==> src/rtl/rst_seq_pkg.sv <==
// ---------------------------------------------------------------------------
// rst_seq_pkg
// Shared definitions for the reset sequencer slice:
//   - seqState_e : sequencer states (DELAY, WAIT, RUN, HOLD, FAULT)
//   - STAGE_W    : width of the stage index reported on oSTAGE
//   - RETRY_W    : width of the retry counter reported on oRETRY
//   - delayFits / paramsValid : elaboration-time parameter range checks
// No ports (package).
// ---------------------------------------------------------------------------
package rst_seq_pkg;

  typedef enum logic [2:0] {
    ST_DELAY = 3'd0,
    ST_WAIT  = 3'd1,
    ST_RUN   = 3'd2,
    ST_HOLD  = 3'd3,
    ST_FAULT = 3'd4
  } seqState_e;

  localparam int STAGE_W = 3;
  localparam int RETRY_W = 2;

  // A delay of v cycles is matched at count v-1, so v-1 must be
  // representable in w bits and v must be at least one.
  function automatic bit delayFits(int v, int w);
    return (v >= 1) && (longint'(v) <= (longint'(1) << w));
  endfunction

  function automatic bit paramsValid(int nStages, int cntW, int stageDly,
                                     int tmo, int holdDly, int maxRetry);
    bit ok;
    ok = 1'b1;
    if (nStages < 1 || nStages > 8) ok = 1'b0;
    if (cntW < 1 || cntW > 31) ok = 1'b0;
    if (ok && !delayFits(stageDly, cntW)) ok = 1'b0;
    if (ok && !delayFits(tmo, cntW)) ok = 1'b0;
    if (ok && !delayFits(holdDly, cntW)) ok = 1'b0;
    if (maxRetry < 0 || maxRetry > 3) ok = 1'b0;
    return ok;
  endfunction

endpackage

==> src/rtl/rst_seq_timer.sv <==
// ---------------------------------------------------------------------------
// rst_seq_timer
// Clearable up-counter shared by the DELAY, WAIT and HOLD phases of the
// reset sequencer. Counts every cycle unless cleared; match_o flags that the
// current count equals the terminal value selected by the caller.
// Ports:
//   iCLK        in   system clock
//   iRST        in   asynchronous, active-low reset (count clears to 0)
//   clr_i       in   synchronous clear, takes priority over counting
//   matchVal_i  in   CNT_W terminal value compared against the count
//   match_o     out  high while count == matchVal_i
// ---------------------------------------------------------------------------
module rst_seq_timer #(
  parameter int CNT_W = 23
) (
  input  logic             iCLK,
  input  logic             iRST,
  input  logic             clr_i,
  input  logic [CNT_W-1:0] matchVal_i,
  output logic             match_o
);

  logic [CNT_W-1:0] cnt_q;
  logic [CNT_W-1:0] cnt_d;

  // The owner clears on every terminal compare, so the count never wraps.
  always_comb begin
    cnt_d = cnt_q + CNT_W'(1);
    if (clr_i) begin
      cnt_d = '0;
    end
  end

  always_ff @(posedge iCLK or negedge iRST) begin
    if (!iRST) begin
      cnt_q <= '0;
    end else begin
      cnt_q <= cnt_d;
    end
  end

  assign match_o = (cnt_q == matchVal_i);

endmodule

==> src/rtl/sync_2ff.sv <==
// ---------------------------------------------------------------------------
// sync_2ff
// Common two-flop synchronizer cell for level signals crossing into iCLK.
// Ports:
//   iCLK  in   destination clock
//   iRST  in   asynchronous, active-low reset (both flops clear to 0)
//   d_i   in   WIDTH asynchronous level inputs
//   q_o   out  WIDTH synchronized outputs (2 cycles of latency)
// ---------------------------------------------------------------------------
module sync_2ff #(
  parameter int WIDTH = 1
) (
  input  logic             iCLK,
  input  logic             iRST,
  input  logic [WIDTH-1:0] d_i,
  output logic [WIDTH-1:0] q_o
);

  logic [WIDTH-1:0] meta_q;
  logic [WIDTH-1:0] sync_q;

  // First flop may go metastable; the second gives it a full cycle to settle.
  always_ff @(posedge iCLK or negedge iRST) begin
    if (!iRST) begin
      meta_q <= '0;
      sync_q <= '0;
    end else begin
      meta_q <= d_i;
      sync_q <= meta_q;
    end
  end

  assign q_o = sync_q;

endmodule

==> src/rtl/reset_sequencer.sv <==
// ---------------------------------------------------------------------------
// reset_sequencer
// Releases N_STAGES downstream reset domains strictly in order. Each release
// follows a settle delay, then the sequencer waits for that domain's ready
// acknowledge before moving on. Ack timeout, ack loss in RUN, or a soft-reset
// request drops every domain and re-sequences after a hold period; after
// MAX_RETRY fault restarts the sequencer parks in FAULT.
// Ports:
//   iCLK        in   system clock
//   iRST        in   asynchronous, active-low reset
//   iSOFT_RST   in   synchronous one-cycle request to re-sequence
//   iDONE       in   N_STAGES per-domain ready acks (asynchronous levels)
//   oRST        out  N_STAGES per-domain resets, active-low (1 = released)
//   oALL_READY  out  high only in RUN
//   oERR        out  sticky fault flag
//   oSTAGE      out  stage being sequenced (0 outside DELAY/WAIT)
//   oRETRY      out  fault restarts consumed
// ---------------------------------------------------------------------------
module reset_sequencer
  import rst_seq_pkg::*;
#(
  parameter int N_STAGES  = 4,
  parameter int CNT_W     = 23,
  parameter int STAGE_DLY = 2097151,
  parameter int TMO       = 4194303,
  parameter int HOLD_DLY  = 1048575,
  parameter int MAX_RETRY = 3
) (
  input  logic                iCLK,
  input  logic                iRST,
  input  logic                iSOFT_RST,
  input  logic [N_STAGES-1:0] iDONE,
  output logic [N_STAGES-1:0] oRST,
  output logic                oALL_READY,
  output logic                oERR,
  output logic [2:0]          oSTAGE,
  output logic [1:0]          oRETRY
);

  localparam bit PARAMS_OK = paramsValid(N_STAGES, CNT_W, STAGE_DLY, TMO,
                                         HOLD_DLY, MAX_RETRY);

  if (!PARAMS_OK) begin : gBadParams
    $error("reset_sequencer: parameter out of range or does not fit CNT_W");
  end

  localparam logic [CNT_W-1:0]   STAGE_MATCH = CNT_W'(STAGE_DLY - 1);
  localparam logic [CNT_W-1:0]   TMO_MATCH   = CNT_W'(TMO - 1);
  localparam logic [CNT_W-1:0]   HOLD_MATCH  = CNT_W'(HOLD_DLY - 1);
  localparam logic [STAGE_W-1:0] LAST_STAGE  = STAGE_W'(N_STAGES - 1);
  localparam logic [RETRY_W-1:0] RETRY_LIMIT = RETRY_W'(MAX_RETRY);

  seqState_e             state_q, state_d;
  logic [STAGE_W-1:0]    stage_q, stage_d;
  logic [N_STAGES-1:0]   rst_q, rst_d;
  logic                  err_q, err_d;
  logic [RETRY_W-1:0]    retry_q, retry_d;

  logic [N_STAGES-1:0]   doneSync;
  logic                  doneCur;
  logic [N_STAGES-1:0]   relMask;
  logic                  timerClr;
  logic                  timerMatch;
  logic [CNT_W-1:0]      timerMatchVal;
  logic                  faultEvt;

  sync_2ff #(
    .WIDTH (N_STAGES)
  ) uDoneSync (
    .iCLK (iCLK),
    .iRST (iRST),
    .d_i  (iDONE),
    .q_o  (doneSync)
  );

  rst_seq_timer #(
    .CNT_W (CNT_W)
  ) uTimer (
    .iCLK       (iCLK),
    .iRST       (iRST),
    .clr_i      (timerClr),
    .matchVal_i (timerMatchVal),
    .match_o    (timerMatch)
  );

  // Ack of the stage being sequenced, and the thermometer of domains that are
  // released once the current stage lets go. Building the release pattern as a
  // thermometer keeps the ordering invariant structural.
  always_comb begin
    doneCur = 1'b0;
    relMask = '0;
    for (int i = 0; i < N_STAGES; i++) begin
      if (stage_q == STAGE_W'(i)) begin
        doneCur = doneSync[i];
      end
      relMask[i] = (STAGE_W'(i) <= stage_q);
    end
  end

  // The single timer serves three phases; pick the terminal count per state.
  always_comb begin
    case (state_q)
      ST_DELAY: timerMatchVal = STAGE_MATCH;
      ST_WAIT:  timerMatchVal = TMO_MATCH;
      ST_HOLD:  timerMatchVal = HOLD_MATCH;
      default:  timerMatchVal = '0;
    endcase
  end

  // Next-state logic. Priority, lowest to highest: per-state behaviour, then
  // the fault event (drops all domains), then the soft reset, which overrides
  // done, timeout and fault in the same cycle.
  always_comb begin
    state_d  = state_q;
    stage_d  = stage_q;
    rst_d    = rst_q;
    err_d    = err_q;
    retry_d  = retry_q;
    timerClr = 1'b0;
    faultEvt = 1'b0;

    case (state_q)
      ST_DELAY: begin
        if (timerMatch) begin
          rst_d    = relMask;
          state_d  = ST_WAIT;
          timerClr = 1'b1;
        end
      end
      ST_WAIT: begin
        if (doneCur) begin
          timerClr = 1'b1;
          if (stage_q == LAST_STAGE) begin
            state_d = ST_RUN;
            stage_d = '0;
          end else begin
            state_d = ST_DELAY;
            stage_d = stage_q + STAGE_W'(1);
          end
        end else if (timerMatch) begin
          faultEvt = 1'b1;
        end
      end
      ST_RUN: begin
        timerClr = 1'b1;
        if (!(&doneSync)) begin
          faultEvt = 1'b1;
        end
      end
      ST_HOLD: begin
        rst_d = '0;
        if (timerMatch) begin
          state_d  = ST_DELAY;
          stage_d  = '0;
          timerClr = 1'b1;
        end
      end
      ST_FAULT: begin
        rst_d    = '0;
        err_d    = 1'b1;
        timerClr = 1'b1;
      end
      default: begin
        state_d  = ST_DELAY;
        stage_d  = '0;
        rst_d    = '0;
        timerClr = 1'b1;
      end
    endcase

    if (faultEvt) begin
      rst_d    = '0;
      err_d    = 1'b1;
      stage_d  = '0;
      timerClr = 1'b1;
      if (retry_q < RETRY_LIMIT) begin
        retry_d = retry_q + RETRY_W'(1);
        state_d = ST_HOLD;
      end else begin
        state_d = ST_FAULT;
      end
    end

    if (iSOFT_RST) begin
      state_d  = ST_HOLD;
      stage_d  = '0;
      rst_d    = '0;
      err_d    = 1'b0;
      retry_d  = '0;
      timerClr = 1'b1;
    end
  end

  // State register; iRST returns everything to the power-up point at once.
  always_ff @(posedge iCLK or negedge iRST) begin
    if (!iRST) begin
      state_q <= ST_DELAY;
      stage_q <= '0;
      rst_q   <= '0;
      err_q   <= 1'b0;
      retry_q <= '0;
    end else begin
      state_q <= state_d;
      stage_q <= stage_d;
      rst_q   <= rst_d;
      err_q   <= err_d;
      retry_q <= retry_d;
    end
  end

  assign oRST       = rst_q;
  assign oALL_READY = (state_q == ST_RUN);
  assign oERR       = err_q;
  assign oSTAGE     = ((state_q == ST_DELAY) || (state_q == ST_WAIT)) ? stage_q : '0;
  assign oRETRY     = retry_q;

endmodule

==> config.mk <==
export PLATFORM = sky130hd
export DESIGN_NAME = reset_sequencer
export DESIGN_NICKNAME = d
export VERILOG_FILES = /design/src/rtl/rst_seq_pkg.sv /design/src/rtl/rst_seq_timer.sv /design/src/rtl/sync_2ff.sv /design/src/rtl/reset_sequencer.sv
export SDC_FILE = /design/constraint.sdc
export NUM_CORES = 1
export LEC_CHECK = 0
export CORE_MARGIN = 4
export CORE_UTILIZATION = 53
export CTS_CLUSTER_DIAMETER = 30
export CTS_CLUSTER_SIZE = 20
export DETAILED_ROUTE_END_ITERATION = 6
export DONT_BUFFER_PORTS = 1
export GPL_ROUTABILITY_DRIVEN = 0
export GPL_TIMING_DRIVEN = 0
export PLACE_DENSITY = 0.71
export SETUP_SLACK_MARGIN = 0.2
export SLEW_MARGIN = 5
export SYNTH_ARGS = -nofsm -noshare
export SYNTH_HDL_FRONTEND = slang
export SYNTH_SLANG_ARGS = --single-unit
==> constraint.sdc <==
create_clock -name iCLK -period 2.64 [get_ports iCLK]
set_input_delay 0.132 -clock iCLK [delete_from_list [all_inputs] [get_ports iCLK]]
set_output_delay 0.132 -clock iCLK [all_outputs]
set_load 0.005 [all_outputs]
After elaboration in Yosys (flattened, before gate mapping)
Cells that the tools add are included.
{"block": "op_classes", "n_addsub": 3, "order_cmp": 5, "n_eq_ne": 14, "muxes": 38, "n_reduce_logical": 15}
{"cell": "case mux 22 bit (3 select lines)", "count": 1}
{"cell": "two-way mux 3 bit", "count": 11}
{"cell": "adder 23 x 1 -> 23 bit, second input constant", "count": 1}
{"cell": "equality test 23 x 22 -> 1 bit", "count": 1}
{"cell": "two-way mux 23 bit", "count": 1}
{"cell": "two-way mux 1 bit", "count": 13}
{"cell": "equality test 3 x 2 -> 1 bit, second input constant", "count": 4}
{"cell": "two-way mux 4 bit", "count": 3}
{"cell": "inequality test 4 bit, second input constant", "count": 3}
{"cell": "case mux 3 bit (4 select lines)", "count": 1}
{"cell": "inequality test 3 x 1 -> 1 bit, second input constant", "count": 3}
{"cell": "case mux 3 bit (3 select lines)", "count": 1}
{"cell": "two-way mux 2 bit", "count": 4}
{"cell": "case mux 4 bit (2 select lines)", "count": 1}
{"cell": "AND reduction 4 bit", "count": 2}
{"cell": "equality test 3 x 1 -> 1 bit, second input constant", "count": 2}
{"cell": "less-or-equal comparator 1 x 3 -> 1 bit, first input constant", "count": 2}
{"cell": "less-or-equal comparator 2 x 3 -> 1 bit, first input constant", "count": 2}
{"cell": "zero test 3 bit", "count": 2}
{"cell": "OR reduction 2 bit", "count": 3}
{"cell": "case mux 1 bit (2 select lines)", "count": 2}
{"cell": "AND reduction 2 bit", "count": 2}
{"cell": "nonzero test 2 bit", "count": 2}
{"cell": "adder 3 x 1 -> 3 bit, second input constant", "count": 1}
{"cell": "other kinds (7)", "count": 7}
{"block": "word_totals", "register_bits": 44, "in_bits": 7, "output_inout_bits": 11, "elab_cells": 83}

Longest topological paths before layout
{"block": "depth", "word_depth": 10, "mapped_depth": 11, "mapped_depth_nobuf": 9}

By module
Synthesis repeated with hierarchy kept, for this count alone.
{"block": "hier_totals", "cells_unflattened": 266, "area_unflattened_um2": 2597.5}
{"module": "rst_seq_timer", "n_inst": 1, "cells_each": 153, "area_each_um2": 1422.6, "seq_area_each_um2": 575.6}
{"module": "reset_sequencer", "n_inst": 1, "cells_each": 105, "area_each_um2": 974.7, "seq_area_each_um2": 325.3}
{"module": "sync_2ff", "n_inst": 1, "cells_each": 8, "area_each_um2": 200.2, "seq_area_each_um2": 200.2}

Worst setup path after synthesis
Ideal clock, no wire load.
{"block": "synth_timing", "path_type": "register to register", "from": "register stage_q[0]", "to": "register state_q[1]", "setup_ps": 121, "arrival_ps": 2441, "required_time_ps": 2519, "path_slack_ps": 77, "stages_incl_launch_ff": 12, "path_buffers": 2, "synth_period_minus_slack_ps": 2563, "path_cell_list": "dfrtp_1 buf_2 inv_1 ha_1 or2_1 a221oi_2 o21bai_2 o41ai_4 or4_1 buf_6 a21boi_2 o22a_1"}
{"block": "synth_via", "elab_chain_len": 9, "word_cells_on_any_way": 20, "cone_classes": "7 x eq/ne; 11 x mux; 2 x reduce/logical"}
{"item": "start: declaration", "line_no": "reset_sequencer.sv:54", "rtl": "logic [STAGE_W-1:0] stage_q, stage_d;"}
{"item": "start signal: assignment", "line_no": "reset_sequencer.sv:204", "rtl": "stage_q <= stage_d;"}
{"item": "zero test 3 bit", "line_no": "reset_sequencer.sv:93", "rtl": "if (stage_q == STAGE_W'(i)) begin"}
{"item": "two-way mux 1 bit (4 in series)", "line_no": "reset_sequencer.sv:93"}
{"item": "two-way mux 1 bit", "line_no": "reset_sequencer.sv:131", "rtl": "if (doneCur) begin"}
{"item": "case mux 1 bit (2 select lines)", "line_no": "reset_sequencer.sv:122", "rtl": "case (state_q)"}
{"item": "inequality test 4 bit (no source line) (tied with other cells)"}
{"item": "AND reduction 4 bit (no source line) / two-way mux 3 bit (equally long branches)"}
{"item": "end signal: assignment", "line_no": "reset_sequencer.sv:203", "rtl": "state_q <= state_d;"}
{"item": "end: declaration", "line_no": "reset_sequencer.sv:53", "rtl": "seqState_e state_q, state_d;"}
Parallel ways exist; a longest one is shown, timed or not. The select of a mux whose other input is x is not followed.
A chain may end at the register's enable or synchronous reset.

Final worst setup path
{"block": "layout_timing", "from": "register stage_q[1]", "to": "register uTimer.cnt_q[18]"}
{"block": "layout_via", "elab_chain_len": 10, "word_cells_on_any_way": 15, "cone_classes": "3 x eq/ne; 11 x mux; 1 x reduce/logical"}
{"item": "zero test 3 bit", "line_no": "reset_sequencer.sv:93"}
{"item": "two-way mux 1 bit (3 in series)", "line_no": "reset_sequencer.sv:93"}
{"item": "two-way mux 1 bit *", "line_no": "reset_sequencer.sv:93"}
{"item": "two-way mux 1 bit", "line_no": "reset_sequencer.sv:131"}
{"item": "case mux 1 bit (2 select lines)", "line_no": "reset_sequencer.sv:122"}
{"item": "two-way mux 1 bit *", "line_no": "reset_sequencer.sv:171", "rtl": "if (faultEvt) begin"}
{"item": "two-way mux 1 bit *", "line_no": "reset_sequencer.sv:184", "rtl": "if (iSOFT_RST) begin"}
{"item": "two-way mux 23 bit *", "line_no": "rst_seq_timer.sv:29", "rtl": "if (clr_i) begin"}
{"item": "named net uTimer.cnt_d[18]", "line_no": "rst_seq_timer.sv:24", "rtl": "logic [CNT_W-1:0] cnt_d;"}
{"item": "end signal: assignment", "line_no": "rst_seq_timer.sv:38", "rtl": "cnt_q <= cnt_d;"}
{"item": "end: declaration", "line_no": "rst_seq_timer.sv:23", "rtl": "logic [CNT_W-1:0] cnt_q;"}
Mark *: on every way through the listed nets, which the timed path passes. The rest lies on a longest branch.

==> impl_metrics.yaml <==
global_route:
  antenna_found_initial: 0
  grt_overflow: 0
  grt_util_met1_pct: 27.03
  met3_usage_pct: 4.406
  grt_max_degree: 45
  globalRouteMet2Util_pct: 32.30
  first_global_vias: 1865
  grt.busiest_layer: "met2"
  grtUsageTotal_pct: 20.11
  grt_pass1_wl_um: 8569
sta:
  min_period_over_period_pct: 95.32
  setup_violations: 0
  setup_ws_ns: 0.1236
  relSlewSlack_pct: 58.27
  period_minus_slack_ns: 2.516
  timing_hold_violations_final: 0
  drv_slew: 0
  setup_tns_ns: 0
  fin_skew_ns: 0.01064
  rsz0062_at_grt: "true"
  whs_ns: 0.2089
  max_freq_mhz: 397.4
  tightestPinTransition_ns: 0.6211
logic_synthesis:
  synth_flop_cell: "dfrtp_1"
  syn-instance-count: 259
  syn_nets: 271
  ys_ff_latch: 44
  synth_top_area_share_pct: 46.12
  synth_seq_area_share_pct: 46.12
  synthesis.area_sq_um: 2387
  synth_area_leaders: "dfrtp_1 (46%), nor2_1 (7.2%), nand2_1 (4.4%), xor2_1 (4.4%), xnor2_1 (3.7%)"
  yosys.cell_types.count: 49
  synthArstFlopShare_pct: 100.0
  syn_area_per_cell_sq_um: 9.217
  synth.largest_area_cell: "dfrtp_1"
  synth_edf_count: 0
  yosys_warnings: 0
detailed_routing:
  drtAntennaViolNets: 0
  drc: 0
  wl_per_cell_um: 15.52
  first_iter_violations: 183
  dr.pass1.iters: 4
  viasPerCell: 5.853
  via_count: 1996
  totalWireLength_um: 5291
cells_and_area:
  n_fill_cell: 320
  final_cell_mix: "dfrtp_1 (43), nor2_1 (29), nand2_1 (27)"
  area_growth_pct: 24.74
  fin_area_sq_um: 2978
  diodes: 0
  final_common_cell: "dfrtp_1"
  drive_gt1_share_pct: 24.91
  num-nets-final: 300
worst_setup_path:
  cp_cell_sequence: "buf_6 > ha_4 > or2_1 > a221oi_2 > o21bai_4 > o41ai_4 > or4_4 > buf_8 > buf_4 > buf_8 > nor2_2"
  crit_family: "simple AND/OR/NAND/NOR gates"
  rr_endpoint: "uTimer.cnt_q[18]$_DFF_PN0_"
  arrival_ns: 2.75
  cp_common_cell: "buf_8"
  crit_path_top_delay_cell: "or4_4"
  r2r-start: "stage_q[1]$_DFFE_PN0P_"
  critPathCaptureType: "flip-flop"
  cp_max_fo: 6
  setup.worst_path.start: "stage_q[1]$_DFFE_PN0P_"
  reg2reg_slack_ns: 0.12
  cp_num_buf_inv: 4
  r2r_cells: 11
  worstSetupPathType: "reg -> reg"
  cpPeakStageDelay_ns: 0.51
  start_kind: "flip-flop"
  cp.required_ns: 2.87
die:
  die_w_um: 75.12
  fp.dieH_um: 75.12
  rows: 24
  die_area_sq_um: 5642
  initial_core_util_pct: 54.83
  core_sq_um: 4354
  num_io_pins: 18
placement:
  pre_cts_ws_ns: 0.02270
  place_area_sq_um: 2469
  hpwlAfterDp_um: 3402
  portBuffers: 0
pwr:
  power_leakage_nw: 1.196
  power_density_nw_per_um2: 798.1
  irDropWorstVdd_mv: 0.4859
clock_tree:
  cts_tree: "yes"
  clock_latency_ns: 0.30
  clk_pin_slew_worst_paths_ns: 0.09
  cts_buffers: 5
  root_buffer: "clkbuf_8"
  h-tree-depth: 2
  cts_buffer_depth: 2
  cts.sinks: 44
run_status:
  outcome: "complete, no violations"
hold_path:
  worstHoldStart: "iSOFT_RST"
  hp-class: "in -> reg"
  min_to: "stage_q[0]$_DFFE_PN0P_"
  hold_path_depth: 5
job:
  max_cap_viol_count: 0
## stage by stage
step                power (mW)  cells  util [%]
floorplan                1.364    259         -
global placement         1.494    311     56.70
detailed placement       1.506    311     56.70
CTS                      2.121    332     62.76
global route             2.514    341     68.39
finish                   2.377    341     68.39
## per-layer routing
| layer | wire length [um] | vias up | share of wire [%] |
|---|---|---|---|
| met1 | 2471 | 974 | 47 |
| met4 | 99 | 0 | 1.9 |
| met2 | 2500 | 46 | 47 |
| li1 | - | 963 | - |
| met3 | 219 | 13 | 4.1 |
| met5 | 0 | - | 0 |
## flip-flops by register name, summed over array words and instances, names as in the netlist
name              count
oERR                  1
state_q               3
uDoneSync.meta_q      4
uDoneSync.q_o         4
oRETRY                2
oRST                  4
stage_q               3
uTimer.cnt_q         23
## where the power goes
group | internal (mW) | switching, mW | total (mW) | leakage [nW]
Clock | 0.280 | 0.231 | 0.511 | 0.0541
Sequential | 0.734 | 0.0676 | 0.802 | 0.585
Combinational | 0.505 | 0.559 | 1.06 | 0.557
## what timing repair did
item | in CTS | in global routing
setup endpoints to repair | 23 | 31
pin swaps | 3 | 9
hold buffers | 6 | 0
gates cloned | 0 | 1
setup buffers | 7 | 8
endpoints found under the hold margin | 48 | 0
resized for setup | 9 | 55
## worst reg2reg max path, delay by kind of cell (launching register included)
family / cells / cell delay (ns)
compound gates: 3 / 0.50
fa+ha+maj: 1 / 0.16
buf+inv: 4 / 0.57
flops: 1 / 0.42
simple gates: 3 / 0.81
## cell families after synthesis
family | count (synthesis) | share of synthesized area (%)
compound gates | 38 | 12.84
xor+xnor | 22 | 8.071
fa+ha+maj | 5 | 2.621
buf+inv | 18 | 3.511
flops | 44 | 46.12
mux | 2 | 0.8910
simple gates | 130 | 25.94
## synth_stat cells (2+ instances only)
library cell,instances
xnor2_1,10
nor3_1,10
clkbuf_1,4
nand2_1,28
nor2b_1,4
o41ai_1,3
inv_1,5
a31oi_1,3
nor3b_1,2
nand2b_1,5
and3_1,2
buf_2,7
dfrtp_1,44
nand3_1,12
nor2_1,46
nand4_1,5
a21oi_1,4
or4_1,5
o21ai_0,10
xor2_1,12
ha_1,5
or3_1,4
a211oi_1,2
nor4_1,2
## final cells by class
cell class	instances	area [sq um]	share of cell area (%)
multi-input combinational	197	1356	45.55
sequential	44	1102	37.02
timing repair buffer	22	211.5	7.101
buffer	13	107.6	3.613
clock buffer	5	68.82	2.311
tap	52	65.06	2.185
clock inverter	3	42.54	1.429
inverter	5	23.77	0.7983
## worst max-delay path by stage
stage / endpoint / slack (ns) / cells after the start
after floorplan: state_q[1]$_DFFE_PN0P_ / 0.22 / 11
after global placement: state_q[1]$_DFFE_PN0P_ / 0.05 / 11
after detailed placement: state_q[1]$_DFFE_PN0P_ / 0.02 / 11
after CTS: state_q[1]$_DFFE_PN0P_ / 0.14 / 10
after global routing: state_q[1]$_DFFE_PN0P_ / 0.04 / 11
final: uTimer.cnt_q[18]$_DFF_PN0_ / 0.12 / 11
Note: power is estimated with default switching activity, not from simulation.
